==> config.mk <==
export PLATFORM = sky130hd
export DESIGN_NAME = wb_port_arbiter
export DESIGN_NICKNAME = d
export VERILOG_FILES = /design/src/rtl/wb_arb_pkg.sv /design/src/rtl/wb_arb_select.sv /design/src/rtl/wb_port_arbiter.sv
export SDC_FILE = /design/constraint.sdc
export NUM_CORES = 1
export LEC_CHECK = 0
export BUFFER_PORTS_ARGS = -buffer_cell sky130_fd_sc_hd__buf_2
export CAP_MARGIN = 30
export CORE_MARGIN = 1.5
export CORE_UTILIZATION = 37
export CTS_CLUSTER_SIZE = 28
export DETAILED_ROUTE_END_ITERATION = 10
export HOLD_SLACK_MARGIN = 0.02
export PLACE_DENSITY_LB_ADDON = 0.08
export SLEW_MARGIN = 20
export SYNTH_ARGS = -nofsm -noshare
export SYNTH_HDL_FRONTEND = slang
export SYNTH_SLANG_ARGS = --single-unit
export TNS_END_PERCENT = 50
==> constraint.sdc <==
create_clock -name CLK -period 7.5 [get_ports CLK]
set_input_delay 0.75 -clock CLK [delete_from_list [all_inputs] [get_ports CLK]]
set_output_delay 0.75 -clock CLK [all_outputs]
set_load 0.02 [all_outputs]
==> src/rtl/wb_arb_pkg.sv <==
// Shared constants and types for the register-file write-port arbiter.
package wb_arb_pkg;

  localparam int NREQ  = 3;
  localparam int WIDTH = 32;

  localparam int AU_IDX = 0;
  localparam int MU_IDX = 1;
  localparam int DU_IDX = 2;

  typedef struct packed {
    logic        valid;
    logic [4:0]  rd;
    logic [31:0] wdata;
  } wb_entry_t;

endpackage

==> src/rtl/wb_arb_select.sv <==
// One-hot grant selection for the write-port arbiter.
// WB_ARB_ROUND_ROBIN_EN selects rotating priority; otherwise fixed DU > MU > AU.
module wb_arb_select
  import wb_arb_pkg::*;
(
  input  logic [NREQ-1:0] valid_i,
  input  logic [NREQ-1:0] age_i,
  input  logic [NREQ-1:0] conflict_i,
  input  logic [1:0]      ptr_i,
  output logic [NREQ-1:0] grant_o
);

  // A buffer queued behind an older same-rd buffer must wait for it.
  logic [NREQ-1:0] elig;
  assign elig = valid_i & ~(age_i & conflict_i);

`ifdef WB_ARB_ROUND_ROBIN_EN
  always_comb begin
    logic found;
    int   idx;
    grant_o = '0;
    found   = 1'b0;
    for (int k = 1; k <= NREQ; k++) begin
      idx = (int'(ptr_i) + k) % NREQ;
      if (!found && elig[idx]) begin
        grant_o[idx] = 1'b1;
        found        = 1'b1;
      end
    end
  end
`else
  // NOTE: combinational blocks use blocking '=' and assign a default first, so no latch is inferred.
  always_comb begin
    grant_o = '0;
    if (elig[DU_IDX])      grant_o[DU_IDX] = 1'b1;
    else if (elig[MU_IDX]) grant_o[MU_IDX] = 1'b1;
    else if (elig[AU_IDX]) grant_o[AU_IDX] = 1'b1;
  end

  logic unused_ptr;
  assign unused_ptr = ^ptr_i;
`endif

endmodule

==> src/rtl/wb_port_arbiter.sv <==
// Three-unit register-file write-port arbiter with 1-entry holding buffers.
// Define WB_ARB_ROUND_ROBIN_EN for round-robin arbitration (default: fixed priority).
module wb_port_arbiter
  import wb_arb_pkg::*;
(
  input  logic                        CLK,
  input  logic                        nRST,
  input  logic                        flush,
  input  logic [NREQ-1:0]             req_wen,
  input  logic [NREQ-1:0][4:0]        req_rd,
  input  logic [NREQ-1:0][WIDTH-1:0]  req_wdata,
  output logic [NREQ-1:0]             busy,
  output logic                        rf_wen,
  output logic [4:0]                  rf_rd,
  output logic [WIDTH-1:0]            rf_wdata,
  output logic [NREQ-1:0]             grant
);

  logic [NREQ-1:0]  valid_q, valid_d;
  logic [NREQ-1:0]  age_q, age_d;
  logic [NREQ-1:0]  accept, stay, conflict;
  logic [4:0]       rd_q    [NREQ];
  logic [WIDTH-1:0] wdata_q [NREQ];
  logic [1:0]       ptr;
  wb_entry_t        sel;

  // conflict[i]: another valid buffer with the same rd that is not itself waiting.
  always_comb begin
    conflict = '0;
    for (int i = 0; i < NREQ; i++)
      for (int j = 0; j < NREQ; j++)
        if (j != i && valid_q[j] && !age_q[j] && rd_q[j] == rd_q[i])
          conflict[i] = 1'b1;
  end

  wb_arb_select u_select (
    .valid_i    (valid_q),
    .age_i      (age_q),
    .conflict_i (conflict),
    .ptr_i      (ptr),
    .grant_o    (grant)
  );

  assign busy = valid_q & ~grant;
  assign stay = valid_q & ~grant & {NREQ{~flush}};

  // age_d[i] marks a buffer loaded behind a surviving buffer with the same rd.
  always_comb begin
    logic older;
    accept  = '0;
    valid_d = '0;
    age_d   = '0;
    older   = 1'b0;
    for (int i = 0; i < NREQ; i++) begin
      accept[i]  = req_wen[i] & ~busy[i] & ~flush & (req_rd[i] != 5'd0);
      valid_d[i] = accept[i] | stay[i];
      older      = 1'b0;
      for (int j = 0; j < NREQ; j++)
        if (j != i && stay[j] && rd_q[j] == (accept[i] ? req_rd[i] : rd_q[i]))
          older = 1'b1;
      age_d[i] = accept[i] ? older : (stay[i] & age_q[i] & older);
    end
  end

  always_ff @(posedge CLK or negedge nRST) begin
    if (!nRST) begin
      valid_q <= '0;
      age_q   <= '0;
    end else begin
      valid_q <= valid_d;
      age_q   <= age_d;
    end
  end

  // NOTE: payload storage has no reset; every read of it is qualified by valid_q.
  always_ff @(posedge CLK) begin
    for (int i = 0; i < NREQ; i++) begin
      if (accept[i]) begin
        rd_q[i]    <= req_rd[i];
        wdata_q[i] <= req_wdata[i];
      end
    end
  end

`ifdef WB_ARB_ROUND_ROBIN_EN
  logic [1:0] ptr_q, ptr_d;

  always_comb begin
    ptr_d = ptr_q;
    for (int i = 0; i < NREQ; i++)
      if (grant[i]) ptr_d = 2'(i);
  end

  always_ff @(posedge CLK or negedge nRST) begin
    if (!nRST) ptr_q <= '0;
    else       ptr_q <= ptr_d;
  end

  assign ptr = ptr_q;
`else
  assign ptr = 2'd0;
`endif

  always_comb begin
    sel = '0;
    for (int i = 0; i < NREQ; i++) begin
      if (grant[i]) begin
        sel.valid = 1'b1;
        sel.rd    = rd_q[i];
        sel.wdata = wdata_q[i];
      end
    end
  end

  assign rf_wen   = sel.valid;
  assign rf_rd    = sel.rd;
  assign rf_wdata = sel.wdata;

endmodule

==> flow_summary_export.csv <==
group,metric,value,unit
outcome,status,"finished, final reports clean",
critical_path,critPathRequiredTime,6.75,ns
floorplanning,ios,161,
routing,met3_length,942,um
pwr,p_leak,2.86,nW
pwr,worst_ir_drop_vdd,140,uV
routing,dr_wl_met2,7650,um
logic_synthesis,synth_area,5550,um^2
cts,cts_resized,0,
layout,drive_gt1_share,32.5,%
routing,drcViolationCount,0,
cts,clkSlewWorstSetupHoldPaths,0.05,ns
routing,first_pass_iters,5,
logic_synthesis,synth-seq-area-share,60.1,%
layout,antenna_cells,0,
place,place_hpwl,10800,um
logic_synthesis,yosys-top-cells-count,"edfxtp_1 (96), nand2_1 (51), nor2_1 (48)",
logic_synthesis,synth_seq_cells,117,
sta,hold_viol_final,0,
flow_run,max-cap-violations,0,
cts,cts_tree,"yes",
routing,via_per_inst,5.28,
logic_synthesis,yosysMostFrequentCell,"edfxtp_1",
cts,cts_buffers,17,
cts,cts-root-buf,"clkbuf_16",
sta,slew_headroom,53.8,%
routing,routed_wl,15700,um
logic_synthesis,synth_cells,505,
critical_path,critical_path_class,"reg2out",
global_route,grt_max_degree,57,
routing,drtIter0Drc,287,
place,gp_congestion,0.895,
logic_synthesis,synth_edf_count,96,
routing,route.top_layer_used,"met5",
layout,nNetsFinal,769,
pwr,powerDensity,266,nW/um^2
floorplanning,core,14600,um^2
sta,fin_crit,4.45,ns
layout,area_growth,27.4,%
floorplanning,fp-row-count,44,
logic_synthesis,synth_top_cell_area_share,52.0,%
global_route,grt_antenna_before_repair,1,
critical_path,start_kind,"flip-flop",
logic_synthesis,yosysTopAreaCell,"edfxtp_1",
cts,cts_hold_buf,0,
worst_hold_path,hold_class,"in2async",
cts,clock_sinks,117,
floorplanning,die_x,125,um
floorplanning,die_h,125,um
critical_path,worstPathArrival,3.70,ns
logic_synthesis,synth_fp_nets,622,
floorplanning,start_util,38.0,%
global_route,grt_pass1_vias,4532,
sta,drv_slew,0,
critical_path,critical_path.endpoint_type,"primary output",
sta,setup_violations,0,
logic_synthesis,synth_ff_type,"edfxtp_1",
global_route,grt_pass1_wl,24200,um
cts,cts.path.max_buffers,2,
sta,fmax,0.224,GHz
sta,worst_pin_slew,0.675,ns
global_route,overflow,0,
sta,fin_tns_setup,0,ns
cts,insertion_delay,0.42,ns
layout,final_core_util,48.5,%
place,port_buffers,160,
sta,rsz0062_at_grt,"false",
routing,vias,4475,
global_route,grt_use_total,20.3,%
logic_synthesis,avgSynthCellArea,11.0,um^2
logic_synthesis,ys_warn_count,0,
sta,clock-skew-final,0.00863,ns
routing,wl_per_cell,18.5,um
logic_synthesis,synth_area_leaders,"edfxtp_1 (52%), dfxtp_1 (5.4%), a31oi_1 (4.3%)",
cts,cts_max_level,4,
critical_path,critPathMaxFanout,56,
logic_synthesis,async_flop_share,5.13,%
floorplanning,die-area,15700,um^2
routing,antenna_left,0,
sta,fin_crit_sh,59.4,%
cts,post-cts-setup-buffer-count,0,
routing,met1_length,6780,um
logic_synthesis,synth_cell_type_count,58,
## cells by family after synthesis
kind of cell           count (synthesis)  share of synthesized area (%)
multiplexers                          14                           2.68
buffers and inverters                 61                           4.42
AND/OR/NAND/NOR                      189                           16.5
XOR/XNOR                              26                           4.10
AO/OA/AOI/OAI                         98                           12.2
flip-flops                           117                           60.1
## stage by stage
| step | setup WS (ns) | hold slack, ns | instance area [um^2] | cells | power [W] |
|---|---|---|---|---|---|
| finish | 3.05 | 0.155 | 7070 | 848 | 0.00188 |
| global route | 2.69 | 0.159 | 7070 | 848 | 0.00196 |
| CTS | 3.04 | 0.146 | 7070 | 848 | 0.00190 |
| detailed placement | 3.49 | 0.589 | 6530 | 817 | 0.00115 |
| global placement | 3.56 | 0.564 | 6480 | 815 | 0.00115 |
| floorplan | 3.97 | 0.454 | 5550 | 505 | 0.00103 |
## area by class of cell
class | instances | area [um^2]
clock buffer | 17 | 425
clock inverter | 14 | 114
fill | 1372 | 7520
inverter | 22 | 82.6
multi-input combinational | 327 | 2000
sequential | 117 | 3330
tap | 184 | 230
timing repair buffer | 167 | 886
## cells in the final DEF (no fill, tap or decap), drive strengths merged, types with 3 or more instances in the layout
cell type  instances
buf              167
edfxtp            96
nand2             51
nor2              48
nand3             47
a31oi             38
inv               23
clkbuf            17
dfxtp             15
o21ai             15
xor2              13
xnor2             13
clkinv             9
a21oi              8
mux2               7
mux2i              7
and3               6
o211ai             6
dfrtp              6
nand4              5
nor2b              5
nor3               5
nand2b             4
or4                4
a22oi              4
a211o              3
o2bb2ai            3
o22ai              3
clkinvlp           3
nor4               3
## sequential cells by signal (all words and copies together) (netlist names)
| name | flops |
|---|---|
| wdata_q | 96 |
| rd_q | 15 |
| age_q | 3 |
| valid_q | 3 |
## final timing paths
path                                startpoint  slack [ns]                  endpoint  cells past startpoint
max reg2reg                rd_q[0][14]$_DFF_P_        3.55        age_q[1]$_DFF_PN0_                     12
max in group asynchronous                 nRST        7.19        age_q[2]$_DFF_PN0_                      1
min in group CLK                 req_wdata[73]        0.50  wdata_q[0][73]$_DFFE_PP_                      1
min                                       nRST        0.16      valid_q[2]$_DFF_PN0_                      1
max                        rd_q[0][14]$_DFF_P_        3.05                   busy[1]                      9
min reg2reg                 rd_q[0][6]$_DFF_P_        0.60        rd_q[0][6]$_DFF_P_                      2
## where the power goes
| group | switching, W | total, W | internal [W] |
|---|---|---|---|
| Clock | 0.000289 | 0.000738 | 0.000449 |
| Sequential | 0.0000485 | 0.000807 | 0.000758 |
| Combinational | 0.000207 | 0.000334 | 0.000127 |
## worst max-delay path, stage by stage (launching register included)
cell and delay [ns]:
dfxtp_1 0.57, xor2_1 0.19, nor4_4 0.40, nand4_1 0.20, nand2_2 0.39, buf_4 0.56, inv_2 0.14, o21ai_1 0.44
inv_1 0.18, buf_2 0.20
## layer usage
| metal | track usage (%) | vias up |
|---|---|---|
| met5 | 0 | - |
| met4 | 8.49 | 2 |
| met3 | 6.33 | 25 |
| met2 | 32.5 | 151 |
| met1 | 25.5 | 2146 |
| li1 | - | 2151 |
Note: power is estimated with default switching activity, not from simulation.
